$ cat src/rtl/atm_disp_pkg.sv
// Shared ATM display definitions: state codes, 5-bit character codes,
// 40-bit eight-character messages and the display FSM encoding.
package atm_disp_pkg;

  localparam logic [3:0] ST_IDLE     = 4'b0000;
  localparam logic [3:0] ST_SELECT   = 4'b0110;
  localparam logic [3:0] ST_WITHDRAW = 4'b1011;
  localparam logic [3:0] ST_ERROR    = 4'b1101;
  localparam logic [3:0] ST_SUCCESS  = 4'b1110;

  localparam logic [4:0] C_SP = 5'd0;
  localparam logic [4:0] C_A  = 5'd1;
  localparam logic [4:0] C_B  = 5'd2;
  localparam logic [4:0] C_C  = 5'd3;
  localparam logic [4:0] C_D  = 5'd4;
  localparam logic [4:0] C_E  = 5'd5;
  localparam logic [4:0] C_H  = 5'd6;
  localparam logic [4:0] C_I  = 5'd7;
  localparam logic [4:0] C_L  = 5'd8;
  localparam logic [4:0] C_O  = 5'd9;
  localparam logic [4:0] C_P  = 5'd10;
  localparam logic [4:0] C_R  = 5'd11;
  localparam logic [4:0] C_S  = 5'd12;
  localparam logic [4:0] C_T  = 5'd13;
  localparam logic [4:0] C_U  = 5'd14;
  localparam logic [4:0] C_X  = 5'd15;

  // Leftmost character sits in the most significant 5 bits.
  localparam logic [39:0] MSG_IDLE    = {C_I, C_D, C_L, C_E, C_SP, C_SP, C_SP, C_SP};
  localparam logic [39:0] MSG_ERROR   = {C_E, C_R, C_R, C_O, C_R, C_SP, C_SP, C_SP};
  localparam logic [39:0] MSG_SUCCESS = {C_S, C_U, C_C, C_C, C_E, C_S, C_S, C_SP};
  localparam logic [39:0] MSG_DOLLAR  = {C_D, C_O, C_L, C_L, C_A, C_R, C_SP, C_SP};
  localparam logic [39:0] MSG_BTC     = {C_B, C_T, C_C, C_SP, C_SP, C_SP, C_SP, C_SP};
  localparam logic [39:0] MSG_ETH     = {C_E, C_T, C_H, C_SP, C_SP, C_SP, C_SP, C_SP};
  localparam logic [39:0] MSG_XRP     = {C_X, C_R, C_P, C_SP, C_SP, C_SP, C_SP, C_SP};
  localparam logic [39:0] MSG_LTC     = {C_L, C_T, C_C, C_SP, C_SP, C_SP, C_SP, C_SP};
  localparam logic [39:0] MSG_BLANK   = 40'd0;

  typedef enum logic [1:0] {
    SHOW_STATE = 2'd0,
    HOLD_ERR   = 2'd1,
    HOLD_OK    = 2'd2
  } disp_state_t;

  function automatic logic [39:0] cur_msg(input logic [2:0] idx);
    logic [39:0] m;
    m = MSG_BLANK;
    case (idx)
      3'd0: m = MSG_DOLLAR;
      3'd1: m = MSG_BTC;
      3'd2: m = MSG_ETH;
      3'd3: m = MSG_XRP;
      3'd4: m = MSG_LTC;
      default: m = MSG_BLANK;
    endcase
    return m;
  endfunction

endpackage

$ cat src/rtl/hold_timer.sv
// Loadable down-counter for the event-message hold; stops at zero and
// flags expired while it reads zero.
module hold_timer #(
  parameter int W = 16
) (
  input  logic         clk,
  input  logic         rst_n,
  input  logic         load,
  input  logic [W-1:0] load_val,
  output logic         expired
);

  logic [W-1:0] count;

  always_ff @(posedge clk or negedge rst_n) begin
    if (!rst_n) begin
      count <= '0;
    end else if (load) begin
      count <= load_val;
    end else if (count != '0) begin
      count <= count - 1'b1;
    end
  end

  assign expired = (count == '0);

endmodule

$ cat src/rtl/msg_sequencer.sv
// ATM seven-segment message sequencer: shows the ATM state message, the
// selected currency, or a timed error/success message.
//
//   state      | meaning
//   SHOW_STATE | display follows the ATM state code
//   HOLD_ERR   | error message held until the timer expires
//   HOLD_OK    | success message held until the timer expires
module msg_sequencer
  import atm_disp_pkg::*;
#(
  parameter logic [15:0] HOLD_CYCLES = 16'd50000,
  parameter int          CUR_COUNT   = 5
) (
  input  logic        clk,
  input  logic        rst_n,
  input  logic [3:0]  states,
  input  logic        btn_up,
  input  logic        evt_error,
  input  logic        evt_success,
  output logic [39:0] instruction,
  output logic [2:0]  cur_sel,
  output logic        hold_busy
);

  disp_state_t state_q, state_next;
  logic        load;
  logic        expired;
  logic        in_select;
  logic [2:0]  cur_sel_next;
  logic [39:0] msg_next;

  hold_timer #(.W(16)) u_hold_timer (
    .clk      (clk),
    .rst_n    (rst_n),
    .load     (load),
    .load_val (HOLD_CYCLES - 16'd1),
    .expired  (expired)
  );

  assign in_select = (states == ST_SELECT) || (states == ST_WITHDRAW);

  always_ff @(posedge clk or negedge rst_n) begin
    if (!rst_n) begin
      state_q     <= SHOW_STATE;
      cur_sel     <= 3'd0;
      instruction <= MSG_IDLE;
      hold_busy   <= 1'b0;
    end else begin
      state_q     <= state_next;
      cur_sel     <= cur_sel_next;
      instruction <= msg_next;
      hold_busy   <= (state_next != SHOW_STATE);
    end
  end

  always_comb begin
    state_next = state_q;
    load       = 1'b0;
    case (state_q)
      SHOW_STATE: begin
        if (evt_error) begin
          state_next = HOLD_ERR;
          load       = 1'b1;
        end else if (evt_success) begin
          state_next = HOLD_OK;
          load       = 1'b1;
        end
      end
      HOLD_ERR: begin
        if (evt_error) begin
          load = 1'b1;
        end else if (expired) begin
          state_next = SHOW_STATE;
        end
      end
      HOLD_OK: begin
        if (evt_error) begin
          state_next = HOLD_ERR;
          load       = 1'b1;
        end else if (evt_success) begin
          load = 1'b1;
        end else if (expired) begin
          state_next = SHOW_STATE;
        end
      end
      default: state_next = SHOW_STATE;
    endcase
  end

  // Currency steps downward with wrap; frozen while an event message is held.
  always_comb begin
    cur_sel_next = cur_sel;
    if (states == ST_IDLE) begin
      cur_sel_next = 3'd0;
    end else if (btn_up && in_select && (state_q == SHOW_STATE)) begin
      cur_sel_next = (cur_sel == 3'd0) ? 3'(CUR_COUNT - 1) : cur_sel - 3'd1;
    end
  end

  // Built from next-cycle values so the register lands exactly one edge late.
  always_comb begin
    msg_next = MSG_BLANK;
    case (state_next)
      HOLD_ERR: msg_next = MSG_ERROR;
      HOLD_OK:  msg_next = MSG_SUCCESS;
      default: begin
        if (states == ST_IDLE)         msg_next = MSG_IDLE;
        else if (in_select)            msg_next = cur_msg(cur_sel_next);
        else if (states == ST_ERROR)   msg_next = MSG_ERROR;
        else if (states == ST_SUCCESS) msg_next = MSG_SUCCESS;
        else                           msg_next = MSG_BLANK;
      end
    endcase
  end

endmodule
$ cat config.mk
export PLATFORM = sky130hd
export DESIGN_NAME = msg_sequencer
export DESIGN_NICKNAME = d
export VERILOG_FILES = /design/src/rtl/atm_disp_pkg.sv /design/src/rtl/hold_timer.sv /design/src/rtl/msg_sequencer.sv
export SDC_FILE = /design/constraint.sdc
export NUM_CORES = 1
export LEC_CHECK = 0
export CAP_MARGIN = 25
export CORE_ASPECT_RATIO = 1.2
export CORE_MARGIN = 1.5
export CORE_UTILIZATION = 30
export DETAILED_ROUTE_END_ITERATION = 7
export SLEW_MARGIN = 15
export SYNTH_ARGS = -nofsm -noshare
export SYNTH_HDL_FRONTEND = slang
export SYNTH_SLANG_ARGS = --single-unit
$ cat constraint.sdc
create_clock -name clk -period 4.45 [get_ports clk]
set_input_delay 0.89 -clock clk [delete_from_list [all_inputs] [get_ports clk]]
set_output_delay 0.89 -clock clk [all_outputs]
set_load 0.02 [all_outputs]
Word-level counts from Yosys, hierarchy flattened
Index checks and enable logic that the tools add are counted.
{"block": "word_totals", "reg_bits": 62, "latchBits": 0, "ramBits": 0, "rom_bits": 0, "inputBits": 9, "elab_cells": 53, "n_memories": 0}
{"block": "op_classes", "n_addsub": 2, "n_mul": 0, "div": 0, "order_cmp": 0, "n_eq_ne": 12, "shifts": 0, "muxes": 22, "n_bitwise": 0, "reduce_logical": 12}
{"cell": "39-bit one-hot mux with 5 select lines", "count": 1}
{"cell": "40-bit two-way mux", "count": 2}
{"cell": "40-bit one-hot mux with 2 select lines", "count": 1}
{"cell": "39-bit two-way mux", "count": 2}
{"cell": "16-bit two-way mux", "count": 2}
{"cell": "16-bit zero test", "count": 1}
{"cell": "16-bit nonzero test", "count": 1}
{"cell": "16-bit by 1-bit subtractor with 16-bit output (second input constant)", "count": 1}
{"cell": "4-bit == test (second input constant)", "count": 3}
{"cell": "2-bit two-way mux", "count": 6}
{"cell": "3-bit two-way mux", "count": 3}
{"cell": "3-bit by 2-bit == test with 1-bit output (second input constant)", "count": 2}
{"cell": "3-bit zero test", "count": 2}
{"cell": "2-bit one-hot mux with 3 select lines", "count": 1}
{"cell": "2-bit by 1-bit == test with 1-bit output (second input constant)", "count": 2}
{"cell": "2-bit == test (second input constant)", "count": 2}
{"cell": "4-bit by 3-bit == test with 1-bit output (second input constant)", "count": 1}
{"cell": "4-bit zero test", "count": 1}
{"cell": "2-bit nonzero test", "count": 2}
{"cell": "3-bit by 1-bit == test with 1-bit output (second input constant)", "count": 1}
{"cell": "3-bit == test (second input constant)", "count": 1}
{"cell": "1-bit two-way mux", "count": 3}
{"cell": "3-bit by 1-bit subtractor with 3-bit output (second input constant)", "count": 1}
{"cell": "1-bit logical AND", "count": 2}
{"cell": "4 further kinds", "count": 4}

Depth between registers and ports, before layout
{"block": "logic_depth", "depth_word": 11, "mapped_depth": 11}

Hierarchy
Synthesis repeated with hierarchy kept, for this count alone.
{"block": "unflattened", "hier_cells": 263, "hier_area_um2": 2563.7}
{"mod": "msg_sequencer", "instances": 1, "cells_per_inst": 159, "area_each_um2": 1557.7}
{"mod": "hold_timer", "instances": 1, "cells_per_inst": 104, "area_each_um2": 1006.0}

Worst setup path after synthesis
Ideal clock, no wire load.
{"block": "synth_path", "path_kind": "reg-to-reg", "startpoint": "reg u_hold_timer.count[3]", "endpoint": "reg instruction[26]", "setup_time_ns": 0.119, "t_arrival_ns": 2.641, "slack_ns": 1.691, "stages_incl_launch_ff": 11, "path_buffers": 1, "synth_period_minus_slack_ns": 2.759, "cell_sequence": "dfrtp_1 or4_4 nor4_4 nand3_1 a21oi_1 a21o_1 ha_1 clkbuf_1 a31oi_1 a21bo_2 o21a_1"}
{"block": "synth_between", "elab_chain_len": 7, "word_cells_on_any_way": 9, "cone_classes": "2 x eq/ne; 6 x mux; 1 x reduce/logical"}
{"item": "start: declaration", "line_no": "hold_timer.sv:13", "text": "logic [W-1:0] count;"}
{"item": "start signal: assignment", "line_no": "hold_timer.sv:19", "text": "count <= load_val;"}
{"item": "start signal: assignment", "line_no": "hold_timer.sv:21", "text": "count <= count - 1'b1;"}
{"item": "16-bit zero test *", "line_no": "hold_timer.sv:25", "text": "assign expired = (count == '0);"}
{"item": "2-bit two-way mux *", "line_no": "msg_sequencer.sv:72, msg_sequencer.sv:82"}
{"item": "2-bit two-way mux", "line_no": "msg_sequencer.sv:80", "text": "end else if (evt_success) begin"}
{"item": "2-bit two-way mux", "line_no": "msg_sequencer.sv:77", "text": "if (evt_error) begin"}
{"item": "2-bit one-hot mux with 3 select lines *", "line_no": "msg_sequencer.sv:59", "text": "case (state_q)"}
{"item": "2-bit == test / 2-bit by 1-bit == test with 1-bit output (equally long branches)", "line_no": "msg_sequencer.sv:103", "text": "case (state_next)"}
{"item": "40-bit one-hot mux with 2 select lines *", "line_no": "msg_sequencer.sv:103"}
{"item": "named net msg_next[26]", "line_no": "msg_sequencer.sv:30", "text": "logic [39:0] msg_next;"}
{"item": "end signal: assignment", "line_no": "msg_sequencer.sv:51", "text": "instruction <= msg_next;"}
{"item": "end: declaration", "line_no": "msg_sequencer.sv:20", "text": "output logic [39:0] instruction,"}
Mark *: on every way through the listed nets, which the timed path passes. The rest lies on a longest branch.
A chain may end at the register's enable or synchronous reset.

Final worst setup path
{"block": "layout_path", "startpoint": "reg u_hold_timer.count[3]", "endpoint": "reg instruction[28]"}
The elaborated chain is that of the path after synthesis.

==> metrics.csv <==
stage,metric,value,unit
routing,via count,1884,
global_route,GRT overflow,0,
synthesis,simple-gate share of the synthesized area,20.9,%
synthesis,Synth Area in XOR/XNOR,3.98,%
floorplan,Die Wd,85.0,um
global_route,first-pass GRT wire length,8.50,mm
routing,Via-to-Cell Ratio,5.04,
critical_path,CP bufs+invs,0,
synthesis,Synth Area in Adders,2.48,%
floorplan,Die H,101,um
routing,post-route ant nets,0,
critical_path,Crit Path Max Fanout,17,
clocking,post-CTS sizing,0,
synthesis,synthesized cell area,0.00242,sq mm
timing,# setup viols final,0,
global_route,Total Routing Usage GR,12.5,%
pwr,pwr dens,262,mW/mm^2
timing,Setup TNS,0,ps
synthesis,Synth Area in Compound Gates,17.1,%
clocking,clock tree buffer depth,2,
routing,drt initial violations,61,
synthesis,most common cell in the netlist,dfrtp_1,
synthesis,post-synth top area share,36.2,%
clocking,cts bufs inserted,5,
pwr,VDD IR max,124,uV
critical_path,crit path DAT,3690,ps
synthesis,Seq cells post-synth,42,
timing,"Slew Viols, Final",0,
synthesis,Post-synth ARST share,100,%
global_route,largest net degree at the start of global routing,43,
routing,DRC viols,1,
placed_design,GPL Wtd Cong,0.928,
critical_path,Setup crit start kind,register,
synthesis,"EDFF count, synth",0,
finish,layout cells sized above 1,10.3,%
synthesis,largest family of logic cells by synthesized area,simple AND/OR/NAND/NOR gates,
run_status,status,"finished, violations left",
global_route,vias in the first global route,1778,
synthesis,Synth Area per Inst,9.61,sq um
timing,worst slew pin tran,677,ps
timing,RSZ-0062 raised after global routing,false,
finish,fin nets,294,
timing,Slew Limit Headroom,54.4,%
critical_path,crit-path cells,or4_4 > nor4_4 > nand3_1 > a21oi_1 > or3_1 > ha_1 > o21bai_1 > a2111oi_0 > a211oi_1,
critical_path,Worst path max stage delay,590,ps
timing,clock skew,15.7,ps
finish,Area Overhead vs Synth,19.1,%
synthesis,Post-synth top cells,"dfrtp_1, nor2_1, buf_4",
critical_path,kind of critical path,reg -> reg,
clocking,postcts setup bufs,0,
synthesis,sequential element share of the synthesized area,43.8,%
synthesis,synthesized instance count,252,
timing,Hold Fails Final Rpt,0,
floorplan,die area,0.00863,sq mm
synthesis,mux cell area share after synthesis,1.70,%
timing,period utilization,78.2,%
critical_path,CP max-delay cell,a2111oi_0,
clocking,later-pin clock latency in the skew report,310,ps
timing,slack of the critical path,972,ps
routing,Routed wire per std cell,14.1,um
timing,Hold Slack,416,ps
critical_path,CP endpoint kind,register,
synthesis,top post-synthesis cells by area,"dfrtp_1, dfstp_2, buf_4",
run_status,failing checks,design-rule violations,
floorplan,standard-cell rows,35,
critical_path,Critical Path RT,4670,ps
synthesis,largest area contributor in the netlist,dfrtp_1,
clocking,clock sink count,42,
floorplan,IO Pins,53,
clocking,root buf cell,clkbuf_8,
global_route,initial antenna violation count,0,
placed_design,IO Port Bufs,38,
job,MaxCap Viol Count,0,
routing,first-pass detailed-route iteration total,6,
critical_path,kind of cell adding the most delay to the critical path,simple AND/OR/NAND/NOR gates,
floorplan,Initial Util,31.3,%
clocking,CTS tree,yes,
clocking,H-tree depth,2,
timing,fin crit period,3480,ps
min_path,worst hold path class,in -> async,
clocking,Clock Pin Slew Worst Setup and Hold Paths,100,ps
pwr,P_leak,1.09,nW
placed_design,pre-CTS setup slack,1070,ps
placed_design,DP HPWL,3.91,mm
synthesis,Synthesis Warnings,0,
synthesis,Yosys cell types,59,
synthesis,top_reg_cell synth,dfrtp_1,
routing,routed wire length,5.28,mm
timing,Peak Freq,0.287,GHz
clocking,hold buffers post-CTS,0,
finish,ANT cells,0,
floorplan,core area,0.00775,sq mm
-- worst paths after layout --
kind                                        from  depth (start not counted)                endpoint  slack (ps)
max reg2reg                u_hold_timer.count[3]                          9         instruction[28]         970
min                                        rst_n                          1  u_hold_timer.count[10]         420
max in group asynchronous                  rst_n                          2         instruction[32]        3530
min reg2reg                u_hold_timer.count[2]                          1   u_hold_timer.count[2]         570
min in group clk           u_hold_timer.count[2]                          1   u_hold_timer.count[2]         570
max                        u_hold_timer.count[3]                          9         instruction[28]         970
-- metal layers --
| metal | track usage, % | part of all wire, % | up-vias |
|---|---|---|---|
| li1 | - | - | 923 |
| met1 | 15.8 | 44 | 912 |
| met2 | 20.9 | 50 | 41 |
| met3 | 2.85 | 4.4 | 8 |
| met4 | 4.92 | 1.7 | 0 |
| met5 | 0 | 0 | - |
-- report_power, final --
part           switching (mW)  total [mW]  internal, mW
Clock                   0.150       0.266         0.116
Sequential             0.0113       0.401         0.390
Combinational          0.0561      0.0872        0.0311
-- state kept, by name (all words and copies together) (netlist names) --
signal	cells
state_q	2
instruction	20
hold_busy	1
cur_sel	3
u_hold_timer.count	16
-- kinds of logic after synthesis --
kind of cell,after synthesis
muxes,4
and+or+nand+nor,86
other,1
adders and majority gates,5
buffers and inverters,42
DFF,42
AOI/OAI and AO/OA,61
xor gates and xnor gates,11
-- cell usage in the layout (no fill, tap or decap), types with 3 or more instances in the layout --
cell type / netlist / final
dfrtp_1: 35 / 35
nand2_1: 14 / 14
xnor2_1: 5 / 5
nor2_1: 24 / 24
or3_1: 4 / 4
a211oi_1: 4 / 4
mux2i_1: 3 / 3
a21oi_1: 10 / 10
inv_1: 11 / 11
dfstp_2: 7 / 7
nor2b_1: 3 / 3
nor4_1: 3 / 3
clkbuf_8: 0 / 5
xor2_1: 6 / 6
o21ai_0: 14 / 14
nand2b_1: 3 / 3
o21a_1: 5 / 5
ha_1: 4 / 4
nor3_1: 9 / 9
conb_1: 1 / 14
o211ai_1: 5 / 5
nand3_1: 5 / 5
clkdlybuf4s50_1: 0 / 37
o31ai_1: 4 / 4
-- stage by stage --
stage | util (%) | cells | instance area [sq um] | power, mW
6_report | 37.2 | 374 | 2880 | 0.755
2_1_floorplan | - | 265 | 2470 | 0.473
3_3_place_gp | 35.7 | 365 | 2770 | 0.493
3_5_place_dp | 35.7 | 365 | 2770 | 0.493
5_1_grt | 37.2 | 374 | 2880 | 0.793
4_1_cts | 36.9 | 373 | 2860 | 0.762
-- final cells by class --
cell class	instances	area (sq um)
Fill cell	788	4870
Tap cell	92	115
Timing Repair Buffer	39	395
Clock inverter	3	27.5
Sequential cell	42	1060
Inverter	12	45.0
Clock buffer	5	68.8
Multi-Input combinational cell	181	1170
Power figures use the tool's default switching activity.
